===== src/rtl/shift_arbiter_pkg.sv =====
// Shared types and constants for the two-port shifter arbiter.
package shift_arbiter_pkg;
    localparam int NPORT   = 2;
    localparam int WORD_W  = 32;
    localparam int SHAMT_W = 5;

    typedef enum logic [1:0] {
        IDLE = 2'd0,
        ROT2 = 2'd1,
        HOLD = 2'd2
    } state_t;

    typedef struct packed {
        logic               lshift;
        logic               logical;
        logic               rot;
        logic [SHAMT_W-1:0] shamt;
        logic [WORD_W-1:0]  din;
    } req_t;
endpackage


===== src/rtl/shift_arbiter_bshift.sv =====
// Combinational barrel shifter: left, logical right or arithmetic right.
module shift_arbiter_bshift
    import shift_arbiter_pkg::*;
(
    input  logic [WORD_W-1:0]  din,
    input  logic [SHAMT_W-1:0] shamt,
    input  logic               lshift,
    input  logic               logical,
    output logic [WORD_W-1:0]  dout
);
    always_comb begin
        if (lshift)
            dout = din << shamt;
        else if (logical)
            dout = din >> shamt;
        else
            dout = WORD_W'($signed(din) >>> shamt);
    end
endmodule


===== src/rtl/shift_arbiter.sv =====
// Round-robin arbiter sharing one barrel shifter between two requesters,
// with a two-pass rotate and a registered, held result.
module shift_arbiter
    import shift_arbiter_pkg::*;
#(
    parameter int RR_INIT = 1
) (
    input  logic                       clock,
    input  logic                       reset,
    input  logic [NPORT-1:0]           req_valid,
    output logic [NPORT-1:0]           req_ready,
    input  logic [NPORT-1:0]           req_lshift,
    input  logic [NPORT-1:0]           req_logical,
    input  logic [NPORT-1:0]           req_rot,
    input  logic [NPORT*SHAMT_W-1:0]   req_shift,
    input  logic [NPORT*WORD_W-1:0]    req_in,
    output logic [NPORT-1:0]           rsp_valid,
    input  logic [NPORT-1:0]           rsp_ready,
    output logic [WORD_W-1:0]          rsp_data,
    output logic                       busy
);
    state_t              state;
    logic                owner;
    logic                rr_last;
    logic [WORD_W-1:0]   rot_part;
    logic [WORD_W-1:0]   rot_in;
    logic [SHAMT_W-1:0]  rot_n;
    logic                rot_dir;

    req_t [NPORT-1:0]    req;
    req_t                sel;
    logic                g;
    logic                accept;
    logic                gnt;
    logic                rot_start;

    logic [WORD_W-1:0]   sh_din;
    logic [SHAMT_W-1:0]  sh_amt;
    logic                sh_left;
    logic                sh_log;
    logic [WORD_W-1:0]   sh_out;

    for (genvar i = 0; i < NPORT; i++) begin : g_req
        assign req[i] = {req_lshift[i], req_logical[i], req_rot[i],
                         req_shift[SHAMT_W*i +: SHAMT_W],
                         req_in[WORD_W*i +: WORD_W]};
        assign req_ready[i] = gnt & (g == 1'(i));
        assign rsp_valid[i] = (state == HOLD) & (owner == 1'(i));
    end

    // Under contention the port that did not win last time goes next.
    always_comb begin
        accept = (state == IDLE) | ((state == HOLD) & rsp_ready[owner]);
        case (req_valid)
            2'b01:   g = 1'b0;
            2'b10:   g = 1'b1;
            default: g = ~rr_last;
        endcase
        gnt       = accept & (|req_valid) & reset;
        sel       = req[g];
        rot_start = sel.rot & (|sel.shamt);
    end

    // Second rotate pass shifts the other way by 32-n and ORs with pass A.
    always_comb begin
        if (state == ROT2) begin
            sh_din  = rot_in;
            sh_amt  = ~rot_n + 5'd1;
            sh_left = ~rot_dir;
            sh_log  = 1'b1;
        end else begin
            sh_din  = sel.din;
            sh_amt  = sel.shamt;
            sh_left = sel.lshift;
            sh_log  = sel.logical | sel.rot;
        end
    end

    shift_arbiter_bshift u_bshift (
        .din     (sh_din),
        .shamt   (sh_amt),
        .lshift  (sh_left),
        .logical (sh_log),
        .dout    (sh_out)
    );

    always_ff @(posedge clock or negedge reset) begin
        if (!reset) begin
            state    <= IDLE;
            owner    <= 1'b0;
            rr_last  <= 1'(RR_INIT);
            rot_part <= '0;
            rot_in   <= '0;
            rot_n    <= '0;
            rot_dir  <= 1'b0;
            rsp_data <= '0;
        end else if (state == ROT2) begin
            rsp_data <= rot_part | sh_out;
            state    <= HOLD;
        end else if (gnt) begin
            rr_last <= g;
            owner   <= g;
            if (rot_start) begin
                rot_part <= sh_out;
                rot_in   <= sel.din;
                rot_n    <= sel.shamt;
                rot_dir  <= sel.lshift;
                state    <= ROT2;
            end else begin
                rsp_data <= sh_out;
                state    <= HOLD;
            end
        end else if (accept && state == HOLD) begin
            state <= IDLE;
        end
    end

    assign busy = (state != IDLE);
endmodule


===== config.mk =====
export PLATFORM = sky130hd
export DESIGN_NAME = shift_arbiter
export DESIGN_NICKNAME = d
export VERILOG_FILES = /design/src/rtl/shift_arbiter_pkg.sv /design/src/rtl/shift_arbiter_bshift.sv /design/src/rtl/shift_arbiter.sv
export SDC_FILE = /design/constraint.sdc
export NUM_CORES = 1
export LEC_CHECK = 0
export BUFFER_PORTS_ARGS = -buffer_cell sky130_fd_sc_hd__buf_2
export CAP_MARGIN = 20
export CORE_ASPECT_RATIO = 0.5
export CORE_MARGIN = 3
export CORE_UTILIZATION = 49
export DETAILED_ROUTE_END_ITERATION = 8
export GPL_TIMING_DRIVEN = 0
export PLACE_DENSITY = 0.75
export SYNTH_ARGS = -nofsm -noshare
export SYNTH_HDL_FRONTEND = slang
export SYNTH_SLANG_ARGS = --single-unit
export TNS_END_PERCENT = 5

===== constraint.sdc =====
create_clock -name clock -period 2.7 [get_ports clock]
set_clock_uncertainty 0.15 [all_clocks]
set_input_delay 0.135 -clock clock [delete_from_list [all_inputs] [get_ports clock]]
set_output_delay 0.135 -clock clock [all_outputs]
set_load 0.05 [all_outputs]

==> flow_summary.toml, run 1 <==
[synthesis]
yosys.cell_types.count = 98
syn_area_mm2 = 0.00975
synth_top_family_by_area = "compound AO/OA/AOI/OAI gates"
synth_fa_ha_area_share_pct = 0.385
yosys_most_used_dff = "dfrtp_1"
ys_seq_area_share_pct = 27.2
synth_warnings = 0
synth_top_area_share_pct = 26.9
yosys.area_share.simple_pct = 25.3
synth.net_count = 1379
synth_mux_area_share_pct = 3.90
synthXorXnorAreaFrac_pct = 0.180
syn-instance-count = 1290
synth_edf_count = 0
synth.avg_cell_area_um2 = 7.56
postSynth.asyncResetShare_pct = 100
ys_ff_latch = 106
yosys.area.top_type = "dfrtp_1"
yosys-top-cells-area = "dfrtp_1 27%, nand2_1 6.1%, nor2_1 5.0%"
synth-compound-area-share_pct = 36.5

[place]
io_buffers = 121
hpwl_mm = 41.6
place_congestion = 1.18

[grt]
grt_max_degree = 70
track_usage_pct = 74.3
gr-total-overflow = 3

[floorplanning]
fp.dieH_um = 106
io_pins = 123
die_w_um = 206
start_util_pct = 51.4
rows = 35

[timing]
worst_endpoint_kind = "register input"
worstEndpointGrtRepair = "rot_part[11]$_DFFE_PN0P_/D"

[status]
stop_error = "[ERROR GRT-0232] Routing congestion too high. Check the congestion heatmap in the GUI."
lastStage = "5_1_grt"
status = "did not finish"

[clock_network]
clockBufferDepth = 2
numCtsBuffers = 9
htreeDepth = 3
cts_root_buffer = "clkbuf_16"
numClockSinks = 106
==> layer usage <==
metal	track usage, %	GRT overflow
met5	51.2	0
met4	62.8	3
met3	65.7	0
met2	85.0	0
met1	77.3	0
==> what timing repair did <==
| item | in CTS |
|---|---|
| hold buffers | 59 |
| endpoints found under the setup margin | 106 |
| gates resized for setup | 425 |
| buffers inserted | 82 |
| pin swaps | 84 |
| gates cloned | 3 |
| endpoints found under the hold margin | 69 |
==> logic make-up after synthesis <==
logic type / after synthesis
and+or+nand+nor: 511
AOI/OAI and AO/OA: 509
buffers and inverters: 123
DFF: 106
muxes: 36
adders and majority gates: 3
xor gates and xnor gates: 2
==> Yosys cell counts, types with 18 or more instances <==
library cell	count
dfrtp_1	105
and2_1	25
mux2i_1	23
nor4_1	20
nand3_1	63
nor3_1	27
a211oi_1	18
nor2_1	129
a22oi_1	26
o211ai_1	23
a31oi_1	63
a21oi_1	96
clkbuf_1	40
o21ai_0	72
nand2_1	158
buf_2	48
o21ai_1	24
nand2b_1	18
==> metrics by stage <==
stage / setup slack [ns] / util (%) / std cells / setup TNS, ns / area [um2]
CTS: -0.513 / 75.2 / 1831 / -26.06 / 14300
floorplan: -0.206 / - / 1290 / -4.96 / 9800
global placement: -1.93 / 56.6 / 1670 / -161.68 / 10700
detailed placement: -1.47 / 56.8 / 1672 / -124.50 / 10800
==> inputs of run 2 (changes only) <==
--- a/config.mk
+++ b/config.mk
@@ -7,12 +7,11 @@
 export LEC_CHECK = 0
 export BUFFER_PORTS_ARGS = -buffer_cell sky130_fd_sc_hd__buf_2
 export CAP_MARGIN = 20
-export CORE_ASPECT_RATIO = 0.5
 export CORE_MARGIN = 3
-export CORE_UTILIZATION = 49
+export CORE_UTILIZATION = 34
 export DETAILED_ROUTE_END_ITERATION = 8
 export GPL_TIMING_DRIVEN = 0
-export PLACE_DENSITY = 0.75
+export PLACE_DENSITY_LB_ADDON = 0.15
 export SYNTH_ARGS = -nofsm -noshare
 export SYNTH_HDL_FRONTEND = slang
 export SYNTH_SLANG_ARGS = --single-unit
==> constraint.sdc (replaced) <==
create_clock -name clock -period 3.51 [get_ports clock]
set_clock_uncertainty 0.15 [all_clocks]
set_input_delay 0.1755 -clock clock [delete_from_list [all_inputs] [get_ports clock]]
set_output_delay 0.1755 -clock clock [all_outputs]
set_load 0.05 [all_outputs]
==> run 2 against run 1 <==
Compared with the run above:
- synthesized cell count stayed put
- the flow now finishes, with violations (setup timing)
- synthesized area stayed put
==> flow_summary.toml, run 2 <==
[status]
status = "finished with violations"
violations = "setup timing"

[synthesis]
ys_seq_area_share_pct = 27.2
yosysMostFrequentCell = "nand2_1"
syn_area_mm2 = 0.00975
yosys.cell_types.count = 98
ys_ff_latch = 106
yosys.area.top_type = "dfrtp_1"
yosys-top-cells-area = "dfrtp_1 27%, nand2_1 6.1%, nor2_1 5.0%"
synth.net_count = 1379
synth_common_cells = "158 x nand2_1, 129 x nor2_1, 105 x dfrtp_1"
synth.avg_cell_area_um2 = 7.56
syn-instance-count = 1290
synth_warnings = 0
yosys_most_used_dff = "dfrtp_1"
synth_top_area_share_pct = 26.9
synth_edf_count = 0
postSynth.asyncResetShare_pct = 100

[timing]
min_period_ns = 3.65
hold_viol_final = 0
rsz0062_at_grt = "true"
slew_violations = 0
timing.final.setup_violations = 20
tightest_slew_ns = 0.914
timing.final.crit_share_pct = 104
max_freq_ghz = 0.274
max_slew_margin_pct = 39.1
fin_ws_ns = -0.135

[finish]
layout-drive-gt1-share_pct = 29.2
layout_common_cells = "153 x nand2_1, 139 x buf_2, 120 x nor2_1, 105 x dfrtp_1, 89 x a21oi_1"
fin_nets = 1609
fin_util_pct = 46.3
area_growth_pct = 32.8
diodes = 0
fin_area_mm2 = 0.0130
final_common_cell = "nand2_1"
reg_top3 = "rot_in x32, rot_part x32, rsp_data x32"

[place]
place_congestion = 1.05
hpwl_mm = 43.3
io_buffers = 121
postPlaceCellArea_mm2 = 0.0109

[min_path]
hold_class = "primary input to flip-flop"

[clock_network]
htreeDepth = 3
cts_root_buffer = "clkbuf_16"
clk_pin_slew_ns = 0.10
clk_latency_ns = 0.39
tritoncts = "built"
numClockSinks = 106
numCtsBuffers = 9
clockBufferDepth = 2

[grt]
grt_max_degree = 76
track_usage_pct = 35.8
gr-total-overflow = 0
grt_first_pass_wirelength_mm = 82.4
grt_pass1_vias = 12073
antenna_found_initial = 0

[critical_path]
crit_fanout = 6
cp_data_required_time_ns = 3.62
crit_type = "flip-flop to flip-flop"
worstSetupEndpointType = "flip-flop"
cp.arrival_ns = 3.76
cp-start-kind = "flip-flop"

[route]
drtIter0Drc = 2059
first_pass_iters = 6
via_per_inst = 6.74
ant_nets = 0
post-route-drc-count = 0
routed_wl_mm = 56.8
post_drt_wl_per_cell_um = 29.8
vias = 12817

[power]
ir_drop_uv = 405
p_per_area_mw_per_mm2 = 1170
p_leak_nw = 5.26

[floorplanning]
die_area_mm2 = 0.0308
core_area_mm2 = 0.0280
fp.dieH_um = 175
die_w_um = 175
start_util_pct = 34.8
io_pins = 123
rows = 61

[flow_run]
maxCapViolCount = 0
==> run 2: cell counts after synthesis <==
Identical to the previous run, type by type.
==> run 2: logic make-up after synthesis <==
kind of cell,Yosys count,share of synthesized area (%)
xor gates and xnor gates,2,0.180
muxes,36,3.90
and+or+nand+nor,511,25.3
AOI/OAI and AO/OA,509,36.5
adders and majority gates,3,0.385
DFF,106,27.2
buffers and inverters,123,6.54
==> run 2: what timing repair did <==
| action | CTS | global route |
|---|---|---|
| resized for setup | 122 | 116 |
| setup buffers | 24 | 21 |
| pin swaps | 15 | 18 |
| hold endpoints to repair | 113 | 0 |
| endpoints found under the setup margin | 94 | 94 |
| hold buffers | 51 | 0 |
==> run 2: worst max-delay path, cell delays in order, from the launching register on <==
cell      delay [ns]
dfstp_2         0.41
or2_4           0.27
buf_8           0.14
clkbuf_2        0.17
buf_4           0.16
nand3_1         0.12
a31oi_1         0.22
mux2_2          0.40
mux2_2          0.28
o21ai_2         0.26
o32ai_1         0.13
or4_1           0.50
mux2_2          0.30
==> run 2: metal layers <==
| metal | share of wire, % | vias up | routed length (um) | track usage (%) |
|---|---|---|---|---|
| met4 | 5.1 | 0 | 2920 | 15.5 |
| met3 | 13 | 213 | 7140 | 11.2 |
| met5 | 0 | - | 0 | 0 |
| met1 | 40 | 6228 | 22900 | 48.0 |
| li1 | - | 5417 | - | - |
| met2 | 42 | 959 | 23800 | 52.9 |
==> run 2: final timing paths <==
kind | from | end | slack [ns] | cells past startpoint
max | rr_last | rot_part[25] | -0.14 | 12
min | rsp_ready[0] | state[1] | 0.01 | 4
max reg2reg | rr_last | rot_part[25] | -0.14 | 12
min reg2reg | rot_part[19] | rot_part[19] | 0.34 | 2
max in group asynchronous | reset | rsp_data[25] | 2.37 | 3
min in group asynchronous | reset | state[1] | 0.09 | 2
==> run 2: cell type report <==
class	instances	area, um2
inverter	10	37.5
clock inverter	7	67.6
multi-input combinational	1061	7240
timing repair buffer	220	1510
fill	2880	15100
tap	378	473
buffer	112	751
clock buffer	9	225
sequential	106	2650
==> run 2: where the power goes <==
part	total, mW	internal, mW	switching [mW]
combinational	11.9	3.81	8.07
sequential	2.22	1.82	0.397
clock	1.09	0.503	0.583
==> run 2: per-stage QoR <==
| stage | hold slack (ns) | instances | TNS, ns | setup slack [ns] | power (mW) |
|---|---|---|---|---|---|
| finish | 0.0143 | 1903 | -0.985 | -0.135 | 15.2 |
| global route | 0.0272 | 1903 | -1.89 | -0.101 | 15.7 |
| CTS | 0.00322 | 1883 | -0.0551 | -0.0363 | 14.0 |
| detailed placement | -0.0495 | 1792 | -60.59 | -0.936 | 12.1 |
| global placement | 0.307 | 1789 | -105.85 | -1.49 | 12.2 |
| floorplan | -0.270 | 1290 | 0 | 0.480 | 8.48 |
Power figures use the tool's default switching activity.
==> inputs of run 3 (changes only) <==
--- a/config.mk
+++ b/config.mk
@@ -7,7 +7,6 @@
 export LEC_CHECK = 0
 export BUFFER_PORTS_ARGS = -buffer_cell sky130_fd_sc_hd__buf_2
 export CAP_MARGIN = 20
-export CORE_MARGIN = 3
 export CORE_UTILIZATION = 34
 export DETAILED_ROUTE_END_ITERATION = 8
 export GPL_TIMING_DRIVEN = 0
==> run 3 against run 2 <==
Compared with the run above:
- the run ends with hold timing, setup timing left
- critical path depth unchanged
- sequential share of layout area decreased by 0.31 points
- wire length increased by 0.11%
- largest power group unchanged
- design area increased by 1.5%
- non-clock buffer count decreased by 2
- register-to-register slack improved by 0.08 ns
- die area decreased by 4.5%
- combinational power about the same
==> flow_summary.toml, run 3 (synthesis results as in run 2) <==
[finish]
layout-drive-gt1-share_pct = 29.7
multiInputGateArea_mm2 = 0.00738
area_growth_pct = 34.9
reg_top3 = "rot_in x32, rot_part x32, rsp_data x32"
final_common_cell = "nand2_1"
layout_common_cells = "152 x nand2_1, 136 x buf_2, 120 x nor2_1, 105 x dfrtp_1, 88 x a21oi_1"
diodes = 0
final-seq-area_mm2 = 0.00265
fin_nets = 1608
nFillCells = 2852

[timing]
slew_violations = 0
tightest_slew_ns = 0.863
whs_ns = -0.00161
rsz0062_at_grt = "true"
timing.final.setup_violations = 7
fin_setup_tns_ns = -0.190
hold_viol_final = 1
min_period_ns = 3.57
fin_ws_ns = -0.0556
timing.final.crit_share_pct = 102
max_slew_margin_pct = 42.5
max_freq_ghz = 0.280

[route]
routed_wl_mm = 56.9
ant_nets = 0
vias = 12869
via_per_inst = 6.77
post_drt_wl_per_cell_um = 29.9
first_pass_iters = 6
drtIter0Drc = 1840
post-route-drc-count = 0

[power]
p_leak_nw = 5.31
p_per_area_mw_per_mm2 = 1160
ir_drop_uv = 366
power.total_mw = 15.3

[place]
io_buffers = 121
place_congestion = 1.03
hpwl_mm = 43.1

[critical_path]
worst-path-stages = 12
critical_path_buf_inv_count = 3
critPathTopFamily = "compound AO/OA/AOI/OAI gates"
cp-start-kind = "flip-flop"
crit_chain = "nor2_4, buf_8, o21ai_2, a31o_4, buf_4, buf_4, nand3_1, o31a_1, mux2i_2, nand2_1, a311oi_4, a21oi_1"
crit_fanout = 10
timing.critical_path.mode_cell = "buf_4"
cp_data_required_time_ns = 3.61
timing.critical_path.slowest_stage_cell = "dfstp_2"
worstSetupEndpointType = "flip-flop"
cp.arrival_ns = 3.67
crit_type = "flip-flop to flip-flop"
rr_worst_depth = 12
cpPeakStageDelay_ns = 0.58

[floorplanning]
rows = 61
die_area_mm2 = 0.0294
io_pins = 123
die_w_um = 171
core_area_mm2 = 0.0280
fp.dieH_um = 171
start_util_pct = 34.8

[clock_network]
numClockSinks = 106
cts_root_buffer = "clkbuf_16"
numCtsBuffers = 9
tritoncts = "built"
clockBufferDepth = 2
clk_pin_slew_ns = 0.08
htreeDepth = 3
clk_latency_ns = 0.38

[grt]
gr-total-overflow = 0
track_usage_pct = 38.9
grt_pass1_vias = 11891
antenna_found_initial = 0
grt_first_pass_wirelength_mm = 82.2
grt_max_degree = 76

[status]
status = "finished with violations"
violations = "hold timing, setup timing"

[flow_run]
maxCapViolCount = 0

[min_path]
hold_depth = 3
hold_class = "primary input to flip-flop"
-- run 3: timing repair --
action	4_1_cts	5_1_grt
hold buffers	51	0
setup buffers	18	26
endpoints found under the hold margin	130	0
gates resized for setup	123	143
pin swaps	16	29
endpoints found under the setup margin	94	94
cloned	1	0
-- run 3: final timing paths --
path	startpoint	end	slack (ns)
max	rr_last	rsp_data[8]	-0.06
min	req_shift[1]	rot_n[1]	-0.002
max reg2reg	rr_last	rsp_data[8]	-0.06
min reg2reg	rot_part[15]	rot_part[15]	0.34
max in group asynchronous	reset	rot_part[24]	2.37
min in group asynchronous	reset	state[1]	0.11
-- run 3: per-stage QoR --
stage / std cells / hold slack, ns / setup WS (ns) / util, % / cell area, um2
after global placement: 1789 / 0.309 / -1.53 / 38.7 / 10800
final: 1902 / -0.00161 / -0.0556 / 47.0 / 13200
after detailed placement: 1791 / -0.0500 / -0.863 / 38.8 / 10900
after CTS: 1877 / 0.000426 / -0.0983 / 44.1 / 12400
after floorplan: 1290 / -0.270 / 0.480 / - / 9750
after global routing: 1902 / 0.00985 / -0.104 / 47.0 / 13200
-- run 3: per-layer routing --
metal  global-route usage, %  up-vias  share of wire (%)
li1                        -     5417                  -
met1                    53.1     6326                 42
met2                    55.1      913                 41
met3                    10.2      213                 11
met4                    21.2        0                6.0
met5                       0        -                  0
-- run 3: report_power, final --
| group | switching [mW] | internal (mW) | leakage [nW] |
|---|---|---|---|
| registers | 0.388 | 1.82 | 1.24 |
| logic | 8.12 | 3.91 | 3.92 |
| clock network | 0.576 | 0.504 | 0.143 |
-- run 3: layout make-up --
class                           count  share of cell area (%)
Multi-Input combinational cell   1062                    56.1
Sequential cell                   106                    20.2
Timing Repair Buffer              218                    11.6
Buffer                            112                    6.00
Tap cell                          378                    3.59
Clock buffer                        9                    1.71
Clock inverter                      7                   0.523
Inverter                           10                   0.285
-- run 3: worst register-to-register path, delay by kind of cell (launching register included) --
kind                   cells  cell delay, ns
flip-flops                 1            0.58
AND/OR/NAND/NOR            3            0.32
AO/OA/AOI/OAI              5            1.45
multiplexers               1            0.28
buffers and inverters      3            0.66
==> inputs of run 4 (changes only) <==
--- a/config.mk
+++ b/config.mk
@@ -5,6 +5,7 @@
 export SDC_FILE = /design/constraint.sdc
 export NUM_CORES = 1
 export LEC_CHECK = 0
+export ABC_AREA = 1
 export BUFFER_PORTS_ARGS = -buffer_cell sky130_fd_sc_hd__buf_2
 export CAP_MARGIN = 20
 export CORE_UTILIZATION = 34
==> run 4 against run 3 <==
Compared with the run above:
- the run ends with hold timing left
- wire length decreased by 18%
- sequential cell count unchanged
- final cell count increased by 19%
- die area increased by 1.6%
- utilization decreased by 6.2 points
- worst setup slack improved by 0.25 ns
- worst hold slack about the same
- clock-buffer cell count unchanged
- synthesized cell count increased by 32%
- design area decreased by 11%
- critical path type unchanged
- largest cell class unchanged
==> flow_summary.toml, run 4 <==
[clock_network]
tritoncts = "built"
clk_latency_ns = 0.38
numCtsBuffers = 9
cts_root_buffer = "clkbuf_16"
numClockSinks = 106
clockBufferDepth = 2
cts_setup_buffers = 0
htreeDepth = 3
clk_pin_slew_ns = 0.08

[route]
post_drt_wl_per_cell_um = 20.5
via_per_inst = 5.40
vias = 12258
routed_wl_mm = 46.5
ant_nets = 0
drtIter0Drc = 1461
first_pass_iters = 6
post-route-drc-count = 0

[timing]
slew_violations = 0
max_freq_ghz = 0.301
timing.final.crit_share_pct = 94.5
hold_viol_final = 1
timing.final.setup_violations = 0
max_slew_margin_pct = 33.1
rsz0062_at_grt = "false"
tightest_slew_ns = 1.00
min_period_ns = 3.32
whs_ns = -0.00142

[synthesis]
synth_edf_count = 0
synth_common_cells = "714 x nand2_1, 392 x nand3_1, 127 x inv_1"
syn-instance-count = 1706
postSynth.asyncResetShare_pct = 100
yosys.cell_types.count = 41
synthXorXnorAreaFrac_pct = 0.177
syn_area_mm2 = 0.00991
synth_top_area_share_pct = 27.0
synth_top_family_by_area = "simple AND/OR/NAND/NOR gates"
synth_fa_ha_area_share_pct = 0.379
yosys-top-cells-area = "nand2_1 27%, dfrtp_1 27%, nand3_1 20%"
ys_ff_latch = 106
synth_warnings = 0
synth-compound-area-share_pct = 8.17
yosys.area_share.simple_pct = 53.2
yosysMostFrequentCell = "nand2_1"
yosys_most_used_dff = "dfrtp_1"
yosys.area.top_type = "nand2_1"
ys_seq_area_share_pct = 26.8
synth_mux_area_share_pct = 0
synth.avg_cell_area_um2 = 5.81
synth.net_count = 1795

[grt]
antenna_found_initial = 0
gr-total-overflow = 0
grt_pass1_vias = 11914
grtUsageMet2_pct = 50.1
grt.met3_usage_pct = 3.61
grtUsageMet1_pct = 44.9
busiest_layer = "met2"
grt_first_pass_wirelength_mm = 71.4
track_usage_pct = 31.6
grt_max_degree = 63

[floorplanning]
start_util_pct = 34.5
io_pins = 123
die_area_mm2 = 0.0298
core_area_mm2 = 0.0287
fp.dieH_um = 173
die_w_um = 173
rows = 62

[finish]
layout_common_cells = "714 x nand2_1, 392 x nand3_1, 168 x buf_2, 127 x inv_1, 105 x dfrtp_1"
fin_cells = 2268
multiInputGateArea_mm2 = 0.00614
final_common_cell = "nand2_1"
layout-drive-gt1-share_pct = 15.4
fin_area_mm2 = 0.0117
reg_top3 = "rot_in x32, rot_part x32, rsp_data x32"
area_growth_pct = 18.2
nFillCells = 3267
final-seq-area_mm2 = 0.00265
fin_nets = 1968
diodes = 0

[critical_path]
cp_data_required_time_ns = 3.67
timing.critical_path.mode_cell = "nand2_1"
rr_worst_depth = 16
cp-start-kind = "flip-flop"
cpPeakStageDelay_ns = 0.78
worstSetupEndpointType = "flip-flop"
crit_chain = "inv_2, nand2_2, inv_2, buf_1, nand2_1, nand2_1, nand2_1, nand2_1, nand2_1, nand2_1, nand2_1, nand3_1, nand3_1, nand3_1, nor2_1, nor2_1"
crit_type = "flip-flop to flip-flop"
cp.arrival_ns = 3.48
timing.critical_path.slowest_stage_cell = "buf_1"
crit_fanout = 10

[min_path]
hold_depth = 5
hold_class = "primary input to flip-flop"

[place]
place_congestion = 1.04
post-place-cells = 2213
io_buffers = 122
hpwl_mm = 37.3
postPlaceCellArea_mm2 = 0.0110

[flow_run]
maxCapViolCount = 0

[status]
violations = "hold timing"
status = "finished with violations"
==> run 4: cell type report <==
cell class / instances / share of cell area, %
inverters: 142 / 4.55
clock inverters: 7 / 0.534
flip-flops and latches: 106 / 22.7
multi-input cells: 1355 / 52.4
plain buffers: 103 / 5.00
clock buffers: 9 / 1.92
well taps: 384 / 4.10
repair buffers: 162 / 8.83
==> run 4: cells by family (layout without fill, tap and decap cells) <==
group           Yosys count  in the layout
compound gates          143            143
xor+xnor                  2              2
fa+ha+maj                 3              3
buf+inv                 245            423
flops                   106            106
simple gates           1207           1207
==> run 4: layer usage <==
metal  share of wire (%)  up-vias
met5                   0        -
met4                 2.7        0
met3                 6.6       63
met2                  45      511
met1                  46     5838
li1                    -     5846
==> run 4: worst max-delay path, delay by kind of cell, from the launching register on <==
kind          cells  cell delay (ns)
flops             1             0.39
buf+inv           3             1.07
simple gates     13             1.61
==> run 4: what timing repair did <==
item,in CTS,in global routing
hold endpoints to repair,65,0
hold buffers,39,0
setup endpoints to repair,0,6
resized for setup,0,2
==> run 4: metrics by stage <==
step	hold WS, ns	setup TNS (ns)	utilization (%)	worst slack (ns)
after floorplan	-0.270	0	-	0.625
after global placement	0.313	-66.61	38.3	-0.869
after detailed placement	-0.00409	0	38.4	0.148
after CTS	0.00308	0	40.8	0.0623
after global routing	0.0164	0	40.8	0.0209
final	-0.00142	0	40.8	0.191
==> run 4: final timing paths <==
path                            slack (ns)      endpoint        from
worst max-delay path                  0.19  rsp_data[31]    state[1]
worst min-delay path                -0.001     rot_in[2]  req_in[34]
worst max register to register        0.19  rsp_data[31]    state[1]
worst min register to register        0.33    rot_in[12]  rot_in[12]
max in group asynchronous             2.38      rot_n[2]       reset
min in group asynchronous             0.14   rsp_data[6]       reset
Power of run 4 is left out: the tool's default activity adds up to more than one toggle a clock period on the data nets, which glitch-free logic cannot reach.
